==> src/rtl/ppg_pkg.sv <==
// Shared widths, FSM encoding and helpers for the PPG peak detector.
package ppg_pkg;

  localparam int SAMPLE_W = 20;
  localparam int PERIOD_W = 12;
  localparam int AVG_TAPS = 4;
  localparam int AVG_SH   = 2;

  typedef logic [SAMPLE_W-1:0] sample_t;
  typedef logic [PERIOD_W-1:0] period_t;

  typedef enum logic [1:0] {
    IDLE    = 2'd0,
    RISING  = 2'd1,
    FALLING = 2'd2
  } state_e;

  typedef struct packed {
    period_t period;
    sample_t peak;
    sample_t valley;
    sample_t ac;
  } beat_t;

  function automatic sample_t sat_sub(sample_t a, sample_t b);
    return (a > b) ? sample_t'(a - b) : '0;
  endfunction

  function automatic period_t sat_inc(period_t v);
    return (&v) ? v : period_t'(v + period_t'(1));
  endfunction

endpackage

==> src/rtl/ppg_peak_detect_if.sv <==
// Sample stream in, beat report out, between the FIR stage and
// the peak detector.
interface ppg_peak_detect_if;
  import ppg_pkg::*;

  sample_t In_Filtered;
  logic    In_Valid;
  logic    Beat_Valid;
  period_t Beat_Period;
  sample_t Peak_Value;
  sample_t Valley_Value;
  sample_t AC_Amplitude;
  period_t Avg_Period;
  logic    Timeout;

  modport master (
    output In_Filtered,
    output In_Valid,
    input  Beat_Valid,
    input  Beat_Period,
    input  Peak_Value,
    input  Valley_Value,
    input  AC_Amplitude,
    input  Avg_Period,
    input  Timeout
  );

  modport slave (
    input  In_Filtered,
    input  In_Valid,
    output Beat_Valid,
    output Beat_Period,
    output Peak_Value,
    output Valley_Value,
    output AC_Amplitude,
    output Avg_Period,
    output Timeout
  );

endinterface

==> src/rtl/ppg_period_avg.sv <==
// 4-tap running mean of accepted beat periods; only built when
// PPG_AVG_PERIOD_EN is defined.
`ifdef PPG_AVG_PERIOD_EN
module ppg_period_avg
  import ppg_pkg::*;
(
  input  logic    clk,
  input  logic    rst_n,
  input  logic    clr_i,
  input  logic    upd_i,
  input  period_t period_i,
  output period_t avg_o
);

  period_t hist_q [AVG_TAPS];
  period_t hist_d [AVG_TAPS];
  logic    full_q, full_d;
  period_t avg_q, avg_d;

  logic [PERIOD_W+AVG_SH-1:0] sum;

  always_comb begin
    sum = {{AVG_SH{1'b0}}, period_i};
    for (int i = 0; i < AVG_TAPS-1; i++) begin
      sum = sum + {{AVG_SH{1'b0}}, hist_q[i]};
    end
  end

  // an empty history is primed with the first period so the
  // mean never averages in stale zeros
  always_comb begin
    hist_d = hist_q;
    full_d = full_q;
    avg_d  = avg_q;
    unique case (1'b1)
      clr_i: begin
        for (int i = 0; i < AVG_TAPS; i++) begin
          hist_d[i] = '0;
        end
        full_d = 1'b0;
      end
      upd_i && !full_q: begin
        for (int i = 0; i < AVG_TAPS; i++) begin
          hist_d[i] = period_i;
        end
        full_d = 1'b1;
        avg_d  = period_i;
      end
      upd_i && full_q: begin
        hist_d[0] = period_i;
        for (int i = 1; i < AVG_TAPS; i++) begin
          hist_d[i] = hist_q[i-1];
        end
        avg_d = sum[PERIOD_W+AVG_SH-1:AVG_SH];
      end
      default: ;
    endcase
  end

  always_ff @(posedge clk) begin
    if (!rst_n) begin
      for (int i = 0; i < AVG_TAPS; i++) begin
        hist_q[i] <= '0;
      end
      full_q <= 1'b0;
      avg_q  <= '0;
    end else begin
      hist_q <= hist_d;
      full_q <= full_d;
      avg_q  <= avg_d;
    end
  end

  assign avg_o = avg_q;

endmodule
`endif

==> src/rtl/ppg_peak_detect.sv <==
// Hysteresis peak/valley beat detector for filtered PPG samples.
// PPG_AVG_PERIOD_EN adds a 4-beat averaged period output.
module ppg_peak_detect
  import ppg_pkg::*;
#(
  parameter int HYST       = 256,
  parameter int MIN_PERIOD = 100,
  parameter int MAX_PERIOD = 1500
) (
  input  logic             CLK_Filter,
  input  logic             rst_n,
  ppg_peak_detect_if.slave bus
);

  localparam logic [SAMPLE_W:0] HYST_W = (SAMPLE_W+1)'(HYST);
  localparam logic [PERIOD_W:0] MIN_W  = (PERIOD_W+1)'(MIN_PERIOD);
  localparam logic [PERIOD_W:0] MAX_W  = (PERIOD_W+1)'(MAX_PERIOD);

  state_e  state_q, state_d;
  period_t cnt_q, cnt_d;
  logic    has_peak_q, has_peak_d;
  sample_t run_max_q, run_max_d;
  sample_t run_min_q, run_min_d;
  sample_t valley_q, valley_d;
  beat_t   beat_q, beat_d;
  logic    beat_valid_q, beat_valid_d;
  logic    timeout_q, timeout_d;

  sample_t           smp;
  logic              vld;
  logic [PERIOD_W:0] len;
  logic              peak_hit, valley_hit;
  logic              accept, first_pk, tmo;

  assign smp = bus.In_Filtered;
  assign vld = bus.In_Valid;
  assign len = {1'b0, cnt_q} + {{PERIOD_W{1'b0}}, 1'b1};

  // 21-bit compares so sample+HYST cannot wrap
  assign peak_hit = vld && (state_q == RISING) &&
                    (({1'b0, smp} + HYST_W) < {1'b0, run_max_q});
  assign valley_hit = vld && (state_q == FALLING) &&
                      ({1'b0, smp} > ({1'b0, run_min_q} + HYST_W));

  assign accept   = peak_hit && has_peak_q && (len >= MIN_W);
  assign tmo      = vld && !accept && (len == MAX_W);
  assign first_pk = peak_hit && !has_peak_q && !tmo;

  always_ff @(posedge CLK_Filter) begin
    if (!rst_n) begin
      state_q <= IDLE;
    end else begin
      state_q <= state_d;
    end
  end

  always_comb begin
    state_d = state_q;
    if (vld) begin
      unique case (state_q)
        IDLE:    state_d = RISING;
        RISING:  if (peak_hit) state_d = FALLING;
        FALLING: if (valley_hit) state_d = RISING;
        default: state_d = IDLE;
      endcase
    end
    if (tmo) begin
      state_d = IDLE;
    end
  end

  always_comb begin
    cnt_d        = cnt_q;
    has_peak_d   = has_peak_q;
    run_max_d    = run_max_q;
    run_min_d    = run_min_q;
    valley_d     = valley_q;
    beat_d       = beat_q;
    beat_valid_d = accept;
    timeout_d    = tmo;

    // rejected short peaks fall through and keep counting
    unique case (1'b1)
      !vld: ;
      tmo: begin
        cnt_d      = '0;
        has_peak_d = 1'b0;
      end
      accept: begin
        cnt_d  = '0;
        beat_d = '{period: sat_inc(cnt_q),
                   peak:   run_max_q,
                   valley: valley_q,
                   ac:     sat_sub(run_max_q, valley_q)};
      end
      first_pk: begin
        cnt_d      = '0;
        has_peak_d = 1'b1;
      end
      default: cnt_d = sat_inc(cnt_q);
    endcase

    if (vld) begin
      unique case (state_q)
        IDLE: begin
          run_max_d = smp;
          run_min_d = smp;
        end
        RISING: begin
          if (peak_hit) begin
            run_min_d = smp;
          end else if (smp > run_max_q) begin
            run_max_d = smp;
          end
        end
        FALLING: begin
          if (valley_hit) begin
            valley_d  = run_min_q;
            run_max_d = smp;
          end else if (smp < run_min_q) begin
            run_min_d = smp;
          end
        end
        default: ;
      endcase
    end
  end

  always_ff @(posedge CLK_Filter) begin
    if (!rst_n) begin
      cnt_q        <= '0;
      has_peak_q   <= 1'b0;
      run_max_q    <= '0;
      run_min_q    <= '0;
      valley_q     <= '0;
      beat_q       <= '0;
      beat_valid_q <= 1'b0;
      timeout_q    <= 1'b0;
    end else begin
      cnt_q        <= cnt_d;
      has_peak_q   <= has_peak_d;
      run_max_q    <= run_max_d;
      run_min_q    <= run_min_d;
      valley_q     <= valley_d;
      beat_q       <= beat_d;
      beat_valid_q <= beat_valid_d;
      timeout_q    <= timeout_d;
    end
  end

  assign bus.Beat_Valid   = beat_valid_q;
  assign bus.Beat_Period  = beat_q.period;
  assign bus.Peak_Value   = beat_q.peak;
  assign bus.Valley_Value = beat_q.valley;
  assign bus.AC_Amplitude = beat_q.ac;
  assign bus.Timeout      = timeout_q;

`ifdef PPG_AVG_PERIOD_EN
  period_t avg;

  ppg_period_avg u_avg (
    .clk      (CLK_Filter),
    .rst_n    (rst_n),
    .clr_i    (tmo),
    .upd_i    (accept),
    .period_i (sat_inc(cnt_q)),
    .avg_o    (avg)
  );

  assign bus.Avg_Period = avg;
`else
  assign bus.Avg_Period = beat_q.period;
`endif

endmodule

==> src/flat_wrapper.sv <==
// flat-port wrapper written by rule: the top's interface ports become plain ports
module ppg_peak_detect_flat import ppg_pkg::*;
#(
  parameter int HYST       = 256,
  parameter int MIN_PERIOD = 100,
  parameter int MAX_PERIOD = 1500
)
  (CLK_Filter, rst_n, bus_In_Filtered, bus_In_Valid, bus_Beat_Valid, bus_Beat_Period, bus_Peak_Value, bus_Valley_Value, bus_AC_Amplitude, bus_Avg_Period, bus_Timeout);
  ppg_peak_detect_if bus_i ();
  input  logic CLK_Filter;
  input  logic rst_n;
  input wire logic [$bits(bus_i.In_Filtered)-1:0] bus_In_Filtered;
  input wire logic [$bits(bus_i.In_Valid)-1:0] bus_In_Valid;
  output wire logic [$bits(bus_i.Beat_Valid)-1:0] bus_Beat_Valid;
  output wire logic [$bits(bus_i.Beat_Period)-1:0] bus_Beat_Period;
  output wire logic [$bits(bus_i.Peak_Value)-1:0] bus_Peak_Value;
  output wire logic [$bits(bus_i.Valley_Value)-1:0] bus_Valley_Value;
  output wire logic [$bits(bus_i.AC_Amplitude)-1:0] bus_AC_Amplitude;
  output wire logic [$bits(bus_i.Avg_Period)-1:0] bus_Avg_Period;
  output wire logic [$bits(bus_i.Timeout)-1:0] bus_Timeout;
  assign bus_i.In_Filtered = bus_In_Filtered;
  assign bus_i.In_Valid = bus_In_Valid;
  assign bus_Beat_Valid = bus_i.Beat_Valid;
  assign bus_Beat_Period = bus_i.Beat_Period;
  assign bus_Peak_Value = bus_i.Peak_Value;
  assign bus_Valley_Value = bus_i.Valley_Value;
  assign bus_AC_Amplitude = bus_i.AC_Amplitude;
  assign bus_Avg_Period = bus_i.Avg_Period;
  assign bus_Timeout = bus_i.Timeout;
  ppg_peak_detect #(.HYST(HYST), .MIN_PERIOD(MIN_PERIOD), .MAX_PERIOD(MAX_PERIOD)) u_core (.CLK_Filter(CLK_Filter), .rst_n(rst_n), .bus(bus_i));
endmodule
==> config.mk <==
export PLATFORM = sky130hd
export DESIGN_NAME = ppg_peak_detect_flat
export DESIGN_NICKNAME = d
export VERILOG_FILES = /design/src/rtl/ppg_pkg.sv /design/src/rtl/ppg_peak_detect_if.sv /design/src/rtl/ppg_period_avg.sv /design/src/rtl/ppg_peak_detect.sv /design/src/flat_wrapper.sv
export SDC_FILE = /design/constraint.sdc
export NUM_CORES = 1
export LEC_CHECK = 0
export BUFFER_PORTS_ARGS = -buffer_cell sky130_fd_sc_hd__buf_2
export CAP_MARGIN = 20
export CORE_MARGIN = 3
export CORE_UTILIZATION = 35
export CTS_CLUSTER_SIZE = 8
export DETAILED_ROUTE_END_ITERATION = 8
export SKIP_CTS_REPAIR_TIMING = 1
export SLEW_MARGIN = 20
export SYNTH_ARGS = -nofsm -noshare
export SYNTH_HDL_FRONTEND = slang
export SYNTH_SLANG_ARGS = --single-unit
==> constraint.sdc <==
create_clock -name CLK_Filter -period 3.6 [get_ports CLK_Filter]
set_input_delay 0.18 -clock CLK_Filter [delete_from_list [all_inputs] [get_ports CLK_Filter]]
set_output_delay 0.18 -clock CLK_Filter [all_outputs]
set_load 0.02 [all_outputs]
==> impl_results.md, run 1 <==
* YS warnings at 0
* Register area share after synthesis at 0.329
* Post-synthesis compound-gate area fraction at 0.157
* Top_reg_cell synth: dfxtp_1
* Post-synth EDFFs at 0
* Worst path max stage delay at 0.36 ns
* Vias per cell at 5.17
* Post-Synthesis Cell Area at 9070 um^2
* Largest net degree at the start of global routing at 77
* Routed WL per cell at 15.6 um
* Endpoints failing setup at 0
* MaxCap Viol Count at 0
* Number of CTS-inserted buffers at 17
* Synthesized flop and latch total at 149
* CTS sink cnt at 149
* WP data arrival at 3.69 ns
* Sw frac at 0.322
* Power per cell area at 415 nW/um^2
* Cell variety after synth at 67
* Worst Skew at 0.0125 ns
* Htree depth at 4
* Clock network power share at 0.407
* Sequential Power Share at 0.399
* R2R Path Start: u_core.run_min_q[12]$_SDFFE_PN0P_
* Slowest CP cell: o32ai_4
* Kind of critical path: flop to flop
* CTS tree: yes
* Clk root buf: clkbuf_16
* Hold Vio Cnt, Final at 0
* Power, Total at 4.40 mW
* All-Layer GR Usage at 0.173
* Post-Synth Adder-Cell Area at 0.124
* Syn_area_per_cell at 7.96 um^2
* Slew Limit Fails at 0
* HPWL Detailed at 19.0 mm
* Placer Congestion at 0.896
* Drt pass-1 iters at 5
* Crit. End Element: flop
* Final period util at 0.925
* Cell Rows at 58
* Area after DPL at 9970 um^2
* Post-synthesis mux area share at 0.0695
* Core area at 25300 um^2
* Largest family of logic cells by synthesized area: simple AND/OR/NAND/NOR gates
* Worst hold endpoint: u_core.run_max_q[4]$_SDFFE_PN0P_
* GRT overflow at 0
* Xor and xnor area share after synthesis at 0.0415
* Peak supply drop at 344 uV
* Clock Tree Buf Depth at 2
* Total Routed Length at 24.4 mm
* DRC violation count after routing at 0
* CP max FO at 12
* Port bufs at 108
* Worst setup SP type: flop
* Area grow syn2layout at 16.9%
* Min-delay src: bus_In_Filtered[4]
* Routed via count at 8092
* Critical R2R Capture: u_core.run_max_q[19]$_SDFFE_PN0P_
* NetSw at 1.42 mW
* Power share of the combinational group at 0.194
* Die X-Extent at 167 um
* Share of cells above drive strength 1 at 0.150
* LEAKAGE at 4.51 nW
* Worst path required time at 3.96 ns
* Internal at 2.98 mW
* Die Y at 167 um
* Relative max-transition margin at 0.345
* Initial core utilization at 0.358
* Worst Max-Slew Pin Slew at 0.982 ns
* First-pass GRT wire length at 39.9 mm
* Diodes inserted at 0
* Crit path time final at 3.33 ns
* Initial antenna violation count at 1
* Cell area after layout at 10600 um^2
* Status: finished, final reports clean
* R2r worst-path depth at 14
* Maximum clock frequency at 300 MHz
* Clock Pin Slew Worst Setup and Hold Paths at 0.08 ns
* Detailed Route Iter0 Violations at 652
* Die ar. at 27900 um^2
* R2R setup slack at 0.27 ns
* Hold Crit Depth at 3
* CP top delay family: simple AND/OR/NAND/NOR gates
* Syn Inst Count at 1139
* Buffers & Inverters on Critical Path at 1
* Final #Nets at 1334
* Post-synth net total at 1251
* Worst-Skew Late Latency at 0.43 ns
* Ports at 109
* Worst-path cell chain: and3_1 -> and3_1 -> and3_2 -> nand3_1 -> xnor2_1 -> ha_1 -> nand3_1 -> nor4_2 -> o21ai_0 -> o211ai_1 -> a21oi_2 -> o32ai_4 -> buf_12 -> mux2i_1
* Min-Delay Path Class: primary input to flop
* DRT antenna net count at 0
* Post-synthesis simple-gate area fraction at 0.209
* Asr flop ratio synth at 0
* Vias in the first global route at 7613
## Yosys cell counts, types with 4 or more instances
library cell	number	area, um^2
xor2_1	10	87.6
xnor2_1	33	289
a31o_2	5	43.8
and4_1	5	43.8
dfxtp_1	149	2980
and3_1	13	81.3
o2111ai_1	4	35.0
nand3_1	47	235
a21oi_1	113	566
buf_2	20	100
o21a_1	5	37.5
a311oi_1	10	87.6
a21o_1	9	67.6
buf_4	14	105
ha_1	88	1100
nor2b_1	4	25.0
a211oi_1	12	90.1
o21ai_0	27	135
o211ai_1	8	60.1
or3_1	4	25.0
mux2i_1	63	631
nand2b_1	6	37.5
nor2_1	71	267
clkbuf_1	35	131
and2_1	6	37.5
nand4_1	12	75.1
nor4_1	9	56.3
inv_1	78	293
nand2_1	204	766
nor3_1	19	95.1
## flip-flops by register name, summed over array words and instances (netlist names), 12 cells and up
| register | flops |
|---|---|
| u_core.bus.Valley_Value | 20 |
| u_core.run_min_q | 20 |
| u_core.cnt_q | 12 |
| u_core.bus.AC_Amplitude | 20 |
| u_core.run_max_q | 20 |
| u_core.bus.Avg_Period | 12 |
| u_core.bus.Peak_Value | 20 |
| u_core.valley_q | 20 |
## metrics by stage
| stage | worst slack [ns] | std cells | hold slack (ns) | setup TNS (ns) | utilization |
|---|---|---|---|---|---|
| finish | 0.269 | 1565 | 0.0548 | 0 | 0.419 |
| global route | -0.0470 | 1565 | 0.0546 | -0.747 | 0.419 |
| floorplan | 0.440 | 1139 | 0.344 | 0 | - |
| CTS | 0.214 | 1564 | 0.0331 | 0 | 0.418 |
| global placement | 0.253 | 1532 | 0.436 | 0 | 0.394 |
| detailed placement | 0.199 | 1532 | 0.445 | 0 | 0.394 |
## cell type report
cell class | instances | area, um^2
repair buffers | 134 | 815
fillers | 2555 | 14700
clock buffers | 17 | 425
inverters | 78 | 293
clock inverters | 15 | 176
well taps | 330 | 413
multi-input cells | 842 | 5500
flip-flops and latches | 149 | 2980
## layout by cell type (no fill, tap or decap), types with 9 or more instances in the layout
master	netlist	routed
nand2_1	204	204
dfxtp_1	149	149
a21oi_1	113	112
buf_2	20	108
ha_1	88	88
inv_1	78	77
nor2_1	71	71
mux2i_1	63	63
nand3_1	47	47
xnor2_1	33	33
o21ai_0	27	27
nor3_1	19	19
buf_4	14	19
clkbuf_16	0	17
nand4_1	12	12
and3_1	13	12
a211oi_1	12	12
xor2_1	10	10
a311oi_1	10	10
a21o_1	9	9
## tightest hold or removal path, stage by stage
cell and delay, ns:
buf_2 0.12, nand2_1 0.08, mux2i_1 0.06
## power groups by stage
stage               Clock, mW  Combinational [mW]  Sequential, mW
floorplan                   0               0.617            1.76
global placement            0               0.826            1.79
detailed placement          0               0.837            1.79
CTS                      1.83               0.842            1.75
global route             1.91               0.963            1.76
finish                   1.79               0.854            1.76
## how the worst max path moves through the flow
stage | from | end | slack (ns) | cells past startpoint
floorplan | u_core.run_min_q[10]$_SDFFE_PN0P_ | u_core.valley_q[11]$_SDFFE_PN0P_ | 0.44 | 14
global placement | bus_In_Filtered[8] | u_core.bus.AC_Amplitude[18]$_SDFFE_PN0P_ | 0.25 | 15
detailed placement | bus_In_Filtered[8] | u_core.bus.AC_Amplitude[18]$_SDFFE_PN0P_ | 0.20 | 15
CTS | u_core.run_min_q[12]$_SDFFE_PN0P_ | u_core.run_max_q[13]$_SDFFE_PN0P_ | 0.21 | 14
global route | u_core.run_min_q[12]$_SDFFE_PN0P_ | u_core.run_max_q[16]$_SDFFE_PN0P_ | -0.05 | 14
finish | u_core.run_min_q[12]$_SDFFE_PN0P_ | u_core.run_max_q[19]$_SDFFE_PN0P_ | 0.27 | 14
## metal layers
| metal | share of wire | track usage | vias up |
|---|---|---|---|
| li1 | - | - | 4141 |
| met1 | 0.51 | 0.256 | 3743 |
| met2 | 0.42 | 0.259 | 179 |
| met3 | 0.045 | 0.0266 | 27 |
| met4 | 0.016 | 0.0506 | 2 |
| met5 | 0.00053 | 0 | - |
## cells by family after synthesis
family                   count (synthesis)
XOR/XNOR                                43
multiplexers                            63
flip-flops                             149
adder cells (fa/ha/maj)                 89
AND/OR/NAND/NOR                        418
AO/OA/AOI/OAI                          229
buffers and inverters                  148
Note: power is estimated with default switching activity, not from simulation.
==> run 2: changes to the inputs <==
==> constraint.sdc (replaced) <==
create_clock -name CLK_Filter -period 3.6 [get_ports CLK_Filter]
set_input_delay 0 -clock CLK_Filter [delete_from_list [all_inputs] [get_ports CLK_Filter]]
set_output_delay 0 -clock CLK_Filter [all_outputs]
set_load 0.02 [all_outputs]
==> impl_results.md, run 2 (synthesis results as in run 1) <==
* Initial antenna violation count at 1
* Internal at 3.06 mW
* CTS tree: yes
* Final period util at 0.933
* Worst setup margin at 0.242 ns
* Dpl cells at 1529
* Largest net degree at the start of global routing at 77
* Power per cell area at 411 nW/um^2
* Worst path required time at 3.96 ns
* WP data arrival at 3.72 ns
* Kind of critical path: flop to flop
* Clk root buf: clkbuf_16
* Placer Congestion at 0.891
* CTS sink cnt at 149
* Die Y at 167 um
* Sequential Power Share at 0.397
* Hold Crit Depth at 3
* Peak supply drop at 316 uV
* Worst hold endpoint: u_core.run_min_q[15]$_SDFFE_PN0P_
* Number of CTS-inserted buffers at 17
* Core area at 25300 um^2
* Cell Rows at 58
* Setup TNS at 0 ns
* Area grow syn2layout at 18.7%
* R2R setup slack at 0.24 ns
* Clock Tree Buf Depth at 2
* GRT overflow at 0
* MaxCap Viol Count at 0
* Worst hold margin at -0.0323 ns
* LEAKAGE at 4.57 nW
* DRT antenna net count at 0
* Failing checks: hold timing
* DRC violation count after routing at 0
* HPWL Detailed at 18.8 mm
* Share of cells above drive strength 1 at 0.150
* Worst Skew at 0.0174 ns
* Port bufs at 108
* Fillers at 2571
* Power share of the combinational group at 0.199
* Area occupied by registers at 2990 um^2
* Worst-Skew Late Latency at 0.44 ns
* Total Routed Length at 25.0 mm
* Endpoints failing setup at 0
* Relative max-transition margin at 0.460
* Min-Delay Path Class: primary input to flop
* All-Layer GR Usage at 0.173
* Clock Pin Slew Worst Setup and Hold Paths at 0.07 ns
* Status: finished, violations left
* Htree depth at 4
* Most common cell after layout, fill and taps aside: nand2_1
* Clock network power share at 0.405
* Finished Core Util at 0.425
* Highest-count cells in the layout ignoring fill and taps: 204 x nand2_1, 146 x dfxtp_1, 112 x a21oi_1
* R2R Path Start: u_core.run_min_q[12]$_SDFFE_PN0P_
* Crit path time final at 3.36 ns
* Maximum clock frequency at 298 MHz
* Worst setup SP type: flop
* Final #Nets at 1352
* Multi-input gate area at 5500 um^2
* Routed via count at 8168
* Min-delay src: bus_In_Filtered[15]
* Slew Limit Fails at 0
* Detailed Route Iter0 Violations at 536
* CP max FO at 9
* Initial core utilization at 0.358
* Drt pass-1 iters at 7
* Die ar. at 27900 um^2
* First-pass GRT wire length at 39.6 mm
* NetSw at 1.37 mW
* Vias in the first global route at 7501
* Routed WL per cell at 15.8 um
* Critical R2R Capture: u_core.run_max_q[2]$_SDFFE_PN0P_
* Worst Max-Slew Pin Slew at 0.790 ns
* Pre-CTS setup slack at 0.117 ns
* Final Non-Filler Cells at 1583
* R2r worst-path depth at 14
* Sw frac at 0.309
* Critical path origin: u_core.run_min_q[12]$_SDFFE_PN0P_
* Die X-Extent at 167 um
* Hold Vio Cnt, Final at 2
* Diodes inserted at 0
* Vias per cell at 5.16
* Crit. End Element: flop
* Ports at 109
-- run 2: cell types whose count changed in the layout (fill, tap and decap cells not counted), moves of 2 or more --
cell / before / now
dlygate4sd3_1: 0 / 18
inv_6: 3 / 7
buf_4: 19 / 21
buf_12: 6 / 4
dfxtp_2: 0 / 3
clkinv_8: 4 / 0
inv_8: 6 / 3
dfxtp_1: 149 / 146
-- run 2: routing by layer --
layer	share of wire	track usage	vias to the layer above
met2	0.42	0.259	209
met3	0.051	0.0278	31
met1	0.51	0.258	3758
met4	0.016	0.0445	2
met5	0.00052	0	-
li1	-	-	4168
-- run 2: area by class of cell --
class,instances,area share
clock inverters,14,0.0139
repair buffers,152,0.0914
inverters,78,0.0272
clock buffers,18,0.0408
well taps,330,0.0384
multi-input cells,842,0.511
flip-flops and latches,149,0.277
-- run 2: per-stage QoR --
| step | instance area (um^2) | total power [mW] |
|---|---|---|
| after floorplan | 9070 | 2.38 |
| final | 10800 | 4.43 |
| after detailed placement | 9930 | 2.63 |
| after global placement | 9930 | 2.61 |
| after global routing | 10800 | 4.63 |
| after CTS | 10500 | 4.42 |
-- run 2: power by group through the flow --
| stage | clock, mW | sequential, mW | combinational (mW) |
|---|---|---|---|
| floorplan | 0 | 1.76 | 0.617 |
| global placement | 0 | 1.79 | 0.822 |
| detailed placement | 0 | 1.79 | 0.834 |
| CTS | 1.82 | 1.75 | 0.840 |
| global route | 1.89 | 1.76 | 0.982 |
| finish | 1.79 | 1.76 | 0.880 |
-- run 2: worst max path at each step --
stage          depth (start not counted)                                end
6_report                              14   u_core.run_max_q[2]$_SDFFE_PN0P_
3_5_place_dp                          14   u_core.run_max_q[6]$_SDFFE_PN0P_
5_1_grt                               14  u_core.run_max_q[15]$_SDFFE_PN0P_
2_1_floorplan                         14   u_core.valley_q[11]$_SDFFE_PN0P_
3_3_place_gp                          14  u_core.run_max_q[12]$_SDFFE_PN0P_
4_1_cts                               14  u_core.run_max_q[14]$_SDFFE_PN0P_
-- run 2: critical path, stage by stage, from the launching register on --
cell	delay [ns]
dfxtp_2	0.34
and3_1	0.19
and3_1	0.20
and3_1	0.22
xnor2_1	0.13
ha_1	0.32
nand4_1	0.17
nor4_2	0.31
o21ai_0	0.12
o211ai_1	0.34
a21oi_2	0.13
o32ai_4	0.28
buf_4	0.17
buf_12	0.15
mux2i_1	0.21
